$ cat config.mk
export PLATFORM = sky130hd
export DESIGN_NAME = crc_serial_engine
export DESIGN_NICKNAME = d
export VERILOG_FILES = /design/src/rtl/crc_serial_engine.sv
export SDC_FILE = /design/constraint.sdc
export NUM_CORES = 1
export LEC_CHECK = 0
export BUFFER_PORTS_ARGS = -buffer_cell sky130_fd_sc_hd__buf_2
export CORE_MARGIN = 4
export CORE_UTILIZATION = 45
export DETAILED_ROUTE_END_ITERATION = 12
export HOLD_SLACK_MARGIN = 0.06
export PLACE_DENSITY_LB_ADDON = 0.25
export SYNTH_ARGS = -nofsm -noshare
export SYNTH_HDL_FRONTEND = slang
export SYNTH_SLANG_ARGS = --single-unit
$ cat constraint.sdc
create_clock -name clk -period 1.4 [get_ports clk]
set_input_delay 0.14 -clock clk [delete_from_list [all_inputs] [get_ports clk]]
set_output_delay 0.14 -clock clk [all_outputs]
set_load 0.05 [all_outputs]
$ cat src/rtl/crc_serial_engine.sv
// Bit-serial MSB-first CRC engine with a valid/ready word input and a per-message crc_valid pulse.
// Optional CRC_SD_TOKEN_EN adds the SD trailer token output {crc, end bit}.
module crc_serial_engine #(
  parameter int                DATA_W   = 8,
  parameter int                CRC_W    = 7,
  parameter logic [CRC_W-1:0]  POLY     = 'h09,
  parameter logic [CRC_W-1:0]  CRC_INIT = '0
) (
  input  logic              clk,
  input  logic              rst,
  input  logic              clear,
  input  logic              in_valid,
  output logic              in_ready,
  input  logic [DATA_W-1:0] in_data,
  input  logic              in_last,
  output logic [CRC_W-1:0]  crc_out,
  output logic              crc_valid,
  output logic              busy
`ifdef CRC_SD_TOKEN_EN
  ,
  output logic [CRC_W:0]    crc_token,
  output logic              crc_token_valid
`endif
);

  localparam int CNT_W = $clog2(DATA_W + 1);

  typedef enum logic [1:0] {
    IDLE  = 2'd0,
    SHIFT = 2'd1,
    DONE  = 2'd2
  } state_t;

  state_t             state, state_next;
  logic [CRC_W-1:0]   crc, crc_next;
  logic [DATA_W-1:0]  shreg, shreg_next;
  logic [CNT_W-1:0]   cnt, cnt_next;
  logic               last_flag, last_next;
  logic               in_msg, in_msg_next;
  logic               fb;

  always_ff @(posedge clk or posedge rst) begin
    if (rst) begin
      state     <= IDLE;
      crc       <= CRC_INIT;
      shreg     <= '0;
      cnt       <= '0;
      last_flag <= 1'b0;
      in_msg    <= 1'b0;
    end else begin
      state     <= state_next;
      crc       <= crc_next;
      shreg     <= shreg_next;
      cnt       <= cnt_next;
      last_flag <= last_next;
      in_msg    <= in_msg_next;
    end
  end

  // clear overrides everything; a word is only taken in IDLE when clear is low.
  always_comb begin
    state_next  = state;
    crc_next    = crc;
    shreg_next  = shreg;
    cnt_next    = cnt;
    last_next   = last_flag;
    in_msg_next = in_msg;
    fb          = 1'b0;
    if (clear) begin
      state_next  = IDLE;
      crc_next    = CRC_INIT;
      cnt_next    = '0;
      last_next   = 1'b0;
      in_msg_next = 1'b0;
    end else begin
      case (state)
        IDLE: begin
          if (in_valid) begin
            shreg_next = in_data;
            last_next  = in_last;
            cnt_next   = CNT_W'(DATA_W);
            state_next = SHIFT;
            if (!in_msg) begin
              crc_next    = CRC_INIT;
              in_msg_next = 1'b1;
            end
          end
        end
        SHIFT: begin
          fb         = crc[CRC_W-1] ^ shreg[DATA_W-1];
          crc_next   = {crc[CRC_W-2:0], 1'b0} ^ (fb ? POLY : '0);
          shreg_next = shreg << 1;
          cnt_next   = cnt - CNT_W'(1);
          if (cnt == CNT_W'(1)) begin
            state_next = last_flag ? DONE : IDLE;
          end
        end
        DONE: begin
          in_msg_next = 1'b0;
          state_next  = IDLE;
        end
        default: state_next = IDLE;
      endcase
    end
  end

  assign in_ready  = (state == IDLE) && !clear;
  assign crc_valid = (state == DONE) && !clear;
  assign busy      = (state != IDLE) || in_msg;
  assign crc_out   = crc;

`ifdef CRC_SD_TOKEN_EN
  assign crc_token       = {crc, 1'b1};
  assign crc_token_valid = crc_valid;
`endif

endmodule

==> flow_metrics.py, run 1 <==
metrics = {
    "run_status": {
        "status": "complete, but fails checks",
        "violations": "negative setup slack",
    },
    "grt": {
        "grt_pass1_wl_mm": 3.884,
        "grt_max_degree": 24,
        "grt_usage_pct": 15.07,
        "grt_overflow": 0,
        "antenna_found_initial": 0,
        "grt_pass1_vias": 829,
    },
    "yosys": {
        "seq_area_frac_synth_pct": 50.83,
        "syn_area_sq_um": 1132,
        "ys_warn_count": 0,
        "synthTopCellsByArea": "dfrtp_1, mux2i_1, a22o_1",
        "syn_area_per_cell_sq_um": 10.99,
        "syn_inst": 103,
        "netlist.area_leader.share_pct": 50.83,
        "synth_cell_types": 32,
        "yosysTopAreaCell": "dfrtp_1",
        "synth_seq_cells": 23,
        "syn-num-nets": 118,
    },
    "final_layout": {
        "final_util_pct": 61.87,
        "regArea_sq_um": 576.8,
        "layout_common_cells": "dfrtp_1, buf_2",
        "n_fill_cell": 201,
        "diodes": 0,
        "layout.nets": 148,
        "syn_to_final_growth_pct": 25.52,
        "stdcell_area_sq_um": 1421,
        "drive_gt1_share_pct": 34.09,
        "multiInputGateArea_sq_um": 521.8,
        "final_common_cell": "dfrtp_1",
    },
    "timing": {
        "finClkSkew_ps": 12.61,
        "fin_ws_ps": -69.46,
        "timing_hold_violations_final": 0,
        "post-route-period-util_pct": 105.0,
        "worst_pin_slew_ps": 349.5,
        "drv_slew": 0,
        "fin_crit_ps": 1469,
        "rsz0062_at_grt": "true",
        "max_freq_mhz": 680.5,
        "max_slew_margin_pct": 76.63,
        "setup_viol": 3,
    },
    "setup_path": {
        "rrSetupSlack_ps": 100,
        "r2r_end": "cnt[0]",
        "start_kind": "flip-flop",
        "reg2reg_depth": 6,
        "crit_arrival_ps": 1330,
        "crit_required_ps": 1260,
        "path_class": "reg2out",
        "path_max_fanout": 5,
        "crit_path_end_kind": "output pin",
        "r2r_start": "state[0]",
    },
    "floorplan": {
        "die_h_um": 58.16,
        "die_area_sq_um": 3383,
        "die_width_um": 58.16,
        "io_pins": 23,
        "rows": 17,
        "start_util_pct": 49.29,
        "core-area_sq_um": 2297,
    },
    "route": {
        "vias_per_cell": 5.413,
        "wl_mm": 2.389,
        "routedWlPerCell_um": 14.93,
        "ant_nets": 0,
        "vias": 866,
        "drc_errors": 0,
        "initialDrtViolationCount": 21,
        "drt_first_pass_iters": 4,
    },
    "min_path": {
        "hold_class": "in2reg",
        "hold_path_end": "last_flag",
        "hp-start": "in_last",
        "min_path_cells": 3,
    },
    "clock_network": {
        "htreeDepth": 1,
        "clk_pin_slew_ps": 120,
        "insertion_delay_ps": 310,
        "cts_buffer_depth": 2,
        "cts-root-buf": "clkbuf_4",
        "cts.sinks": 23,
        "cts_tree": "built",
        "cts_buffers": 3,
    },
    "pwr": {
        "p_sw_w": 0.0005042,
        "intPower_w": 0.001060,
        "p_comb_share_pct": 29.3,
        "peakVddDrop_uv": 491.4,
        "swShare_pct": 32.23,
        "p_per_area_nw_per_um2": 1101,
        "power_frac_seq_pct": 50.8,
        "clkPwrFrac_pct": 19.9,
        "total_leakage_power_nw": 0.6752,
    },
    "placement": {
        "placed_area_sq_um": 1289,
        "io_buffers": 22,
        "gp_congestion": 0.7770,
        "place_hpwl_mm": 1.591,
        "place_ws_ps": 46.66,
    },
    "run": {
        "maxCapViolations": 0,
    },
}
## critical path, stage by stage, from the launching register on
cell	delay [ps]
dfrtp_1	410
buf_6	140
or3_4	320
buf_6	160
## worst max-delay path by stage
| stage | to | slack, ps | cells after the start | start |
|---|---|---|---|---|
| detailed placement | shreg[2] | 50 | 4 | state[0] |
| finish | busy | -70 | 3 | state[0] |
| floorplan | state[0] | -100 | 3 | state[0] |
| global route | busy | -140 | 3 | state[0] |
| global placement | shreg[5] | 70 | 4 | state[0] |
| CTS | busy | -90 | 3 | state[0] |
## final cells by class
class / instances / share of cell area, %
clock buffers: 3 / 1.585
multi-input cells: 68 / 36.71
repair buffers: 32 / 16.99
flip-flops and latches: 23 / 40.58
clock inverters: 1 / 0.3521
well taps: 28 / 2.465
inverters: 5 / 1.320
## per-stage QoR
stage                     TNS (ps)  hold WS [ps]  cells  total power (W)
after floorplan             -99.69         141.9    103         0.001098
after global placement           0         193.1    151         0.001197
after detailed placement         0         194.3    151         0.001209
after CTS                   -187.8         66.29    160         0.001566
after global routing        -375.7         75.95    160         0.001659
final                       -99.31         82.53    160         0.001565
## per-layer routing
metal | wire length [um] | track usage (%)
met5 | 0 | 0
met4 | 36 | 5.960
met3 | 96 | 2.895
met2 | 1083 | 22.74
met1 | 1172 | 21.23
## cells by family (layout without fill, tap and decap cells)
family          Yosys count  after routing  synth area share (%)
fa+ha+maj                 2              2                 2.210
xor+xnor                  2              2                 1.547
compound gates           32             32                 20.44
mux                       8              8                 7.072
flops                    23             23                 50.83
simple gates             24             24                 12.16
buf+inv                  12             41                 5.746
## power by group through the flow
stage / registers (W) / clock network (W) / logic (W)
5_1_grt: 0.000807 / 0.000351 / 0.000501
2_1_floorplan: 0.000815 / 0 / 0.000283
4_1_cts: 0.000795 / 0.000326 / 0.000445
3_3_place_gp: 0.000803 / 0 / 0.000393
3_5_place_dp: 0.000807 / 0 / 0.000402
6_report: 0.000794 / 0.000311 / 0.000459
## registers in the layout, indices dropped and copies added, names as in the netlist
name and flops:
cnt 4, crc_out 7, in_msg 1, last_flag 1, shreg 8, state 2
## timing repair
action,CTS,global route
setup buffers,3,0
endpoints found under the setup margin,3,19
hold endpoints to repair,24,0
pin swaps,0,1
hold buffers,2,0
resized for setup,9,7
## cell usage after synthesis
master,n
o21ai_0,8
nor3_1,3
o21ai_1,8
inv_1,5
dfrtp_1,23
ha_1,2
a21oi_1,2
nand2b_1,1
nor3b_1,1
a31oi_1,1
nor2b_2,1
nand4b_1,1
buf_2,4
or3_1,1
a22o_1,8
nor2_1,6
or2_0,1
o311a_1,1
a2bb2oi_1,1
nor2b_1,2
a211oi_4,1
nand2_1,3
buf_6,2
o21bai_4,1
mux2i_1,8
nand3b_1,1
a211oi_1,1
nor2_4,1
xor2_1,2
clkbuf_1,1
nor4b_1,1
nand3_1,1
Power figures use the tool's default switching activity.
==> inputs of run 2 (changes only) <==
clock period = 1.9 ns   (was 1.4 ns; I/O delays follow)
==> flow_metrics.py, run 2 (synthesis gave the netlist of run 1 again) <==
metrics = {
    "floorplan": {
        "io_pins": 23,
        "start_util_pct": 49.29,
        "die_width_um": 58.16,
        "core-area_sq_um": 2297,
        "rows": 17,
        "die_h_um": 58.16,
        "die_area_sq_um": 3383,
    },
    "setup_path": {
        "crit_arrival_ps": 1460,
        "path_class": "reg2out",
        "reg2reg_depth": 3,
        "r2r_end": "shreg[0]",
        "crit_path_end_kind": "output pin",
        "r2r_start": "state[0]",
        "start_kind": "flip-flop",
        "crit_start": "state[1]",
        "crit_required_ps": 1710,
        "path_max_fanout": 10,
        "rrSetupSlack_ps": 360,
    },
    "final_layout": {
        "diodes": 0,
        "final_util_pct": 56.05,
        "layout.nets": 141,
        "layout_common_cells": "dfrtp_1, buf_2",
        "instances_no_fill": 153,
        "syn_to_final_growth_pct": 13.70,
        "largest_reg_flops": 8,
        "top_register": "shreg",
        "final_common_cell": "dfrtp_1",
        "drive_gt1_share_pct": 25.60,
    },
    "grt": {
        "antenna_found_initial": 0,
        "grt_usage_pct": 14.23,
        "grt_pass1_vias": 785,
        "grt_pass1_wl_mm": 3.650,
        "grt_overflow": 0,
        "grt_max_degree": 24,
    },
    "min_path": {
        "hold_class": "in2reg",
        "hold_path_end": "shreg[0]",
        "hp-start": "in_data[0]",
        "min_path_cells": 3,
    },
    "clock_network": {
        "clk_pin_slew_ps": 120,
        "hold_buffers": 1,
        "cts_resized": 0,
        "cts-root-buf": "clkbuf_4",
        "cts.sinks": 23,
        "post_cts.repair.setup_buffers": 0,
        "cts_buffer_depth": 2,
        "htreeDepth": 1,
        "cts_buffers": 3,
        "cts_tree": "built",
        "insertion_delay_ps": 310,
    },
    "run_status": {
        "status": "complete, no violations",
    },
    "timing": {
        "max_freq_mhz": 605.0,
        "finClkSkew_ps": 4.663,
        "post-route-period-util_pct": 86.99,
        "finalSetupTns_ps": 0,
        "rsz0062_at_grt": "false",
        "max_slew_margin_pct": 71.65,
        "timing_hold_violations_final": 0,
        "setup_viol": 0,
        "fin_crit_ps": 1653,
        "holdWs_ps": 102.7,
        "worst_pin_slew_ps": 425.3,
        "drv_slew": 0,
    },
    "route": {
        "vias_per_cell": 5.484,
        "initialDrtViolationCount": 40,
        "drt_first_pass_iters": 4,
        "vias": 839,
        "routedWlPerCell_um": 14.44,
        "drc_errors": 0,
        "ant_nets": 0,
        "wl_mm": 2.210,
    },
    "placement": {
        "gp_congestion": 0.8327,
        "post-place-cells": 148,
        "place_hpwl_mm": 1.527,
        "io_buffers": 22,
    },
    "run": {
        "maxCapViolations": 0,
    },
    "pwr": {
        "total_leakage_power_nw": 0.6227,
        "peakVddDrop_uv": 529.7,
        "p_per_area_nw_per_um2": 846.3,
    },
}
## run 2: cell types whose count changed in the layout (fill, tap and decap cells not counted), moves of 2 or more
| cell | change |
|---|---|
| nor2b_1 | +2 |
| buf_12 | -2 |
| buf_6 | -5 |
| buf_2 | +3 |
| buf_4 | -2 |
## run 2: critical path, stage by stage (launching register included)
cell     delay, ps
dfrtp_1        540
nor2b_1        210
nor2b_1        130
buf_2          270
## run 2: final cells by class
cell class / count / area [sq um]
tap: 28 / 35.03
multi-input combinational: 68 / 496.7
timing repair buffer: 25 / 135.1
sequential: 23 / 575.6
fill: 207 / 1010
clock buffer: 4 / 26.28
inverter: 5 / 18.77
## run 2: how the worst max path moves through the flow
stage	slack, ps	end	cells past startpoint
6_report	250	crc_valid	3
5_1_grt	150	crc_valid	3
4_1_cts	230	crc_valid	3
3_5_place_dp	390	shreg[0]	3
3_3_place_gp	420	crc_out[6]	4
2_1_floorplan	330	crc_valid	3
## run 2: per-layer routing
| layer | vias to the layer above | GRT usage, % | wire (um) |
|---|---|---|---|
| met4 | 0 | 3.974 | 19 |
| met1 | 403 | 19.39 | 1047 |
| met2 | 28 | 21.29 | 963 |
| li1 | 406 | - | - |
| met3 | 2 | 5.122 | 180 |
| met5 | - | 0 | 0 |
## run 2: metrics by stage
step / power, W / area [sq um] / setup slack (ps)
floorplan: 0.0008090 / 1137 / 327.6
global route: 0.001152 / 1287 / 146.3
global placement: 0.0008630 / 1251 / 424.6
detailed placement: 0.0008710 / 1251 / 391.6
CTS: 0.001100 / 1287 / 227.0
finish: 0.001090 / 1287 / 247.1
## run 2: where the power goes
group / switching, W / internal (W) / total (W)
combinational: 0.000163 / 0.000106 / 0.000269
clock: 0.000146 / 0.0000821 / 0.000228
sequential: 0.0000454 / 0.000548 / 0.000593
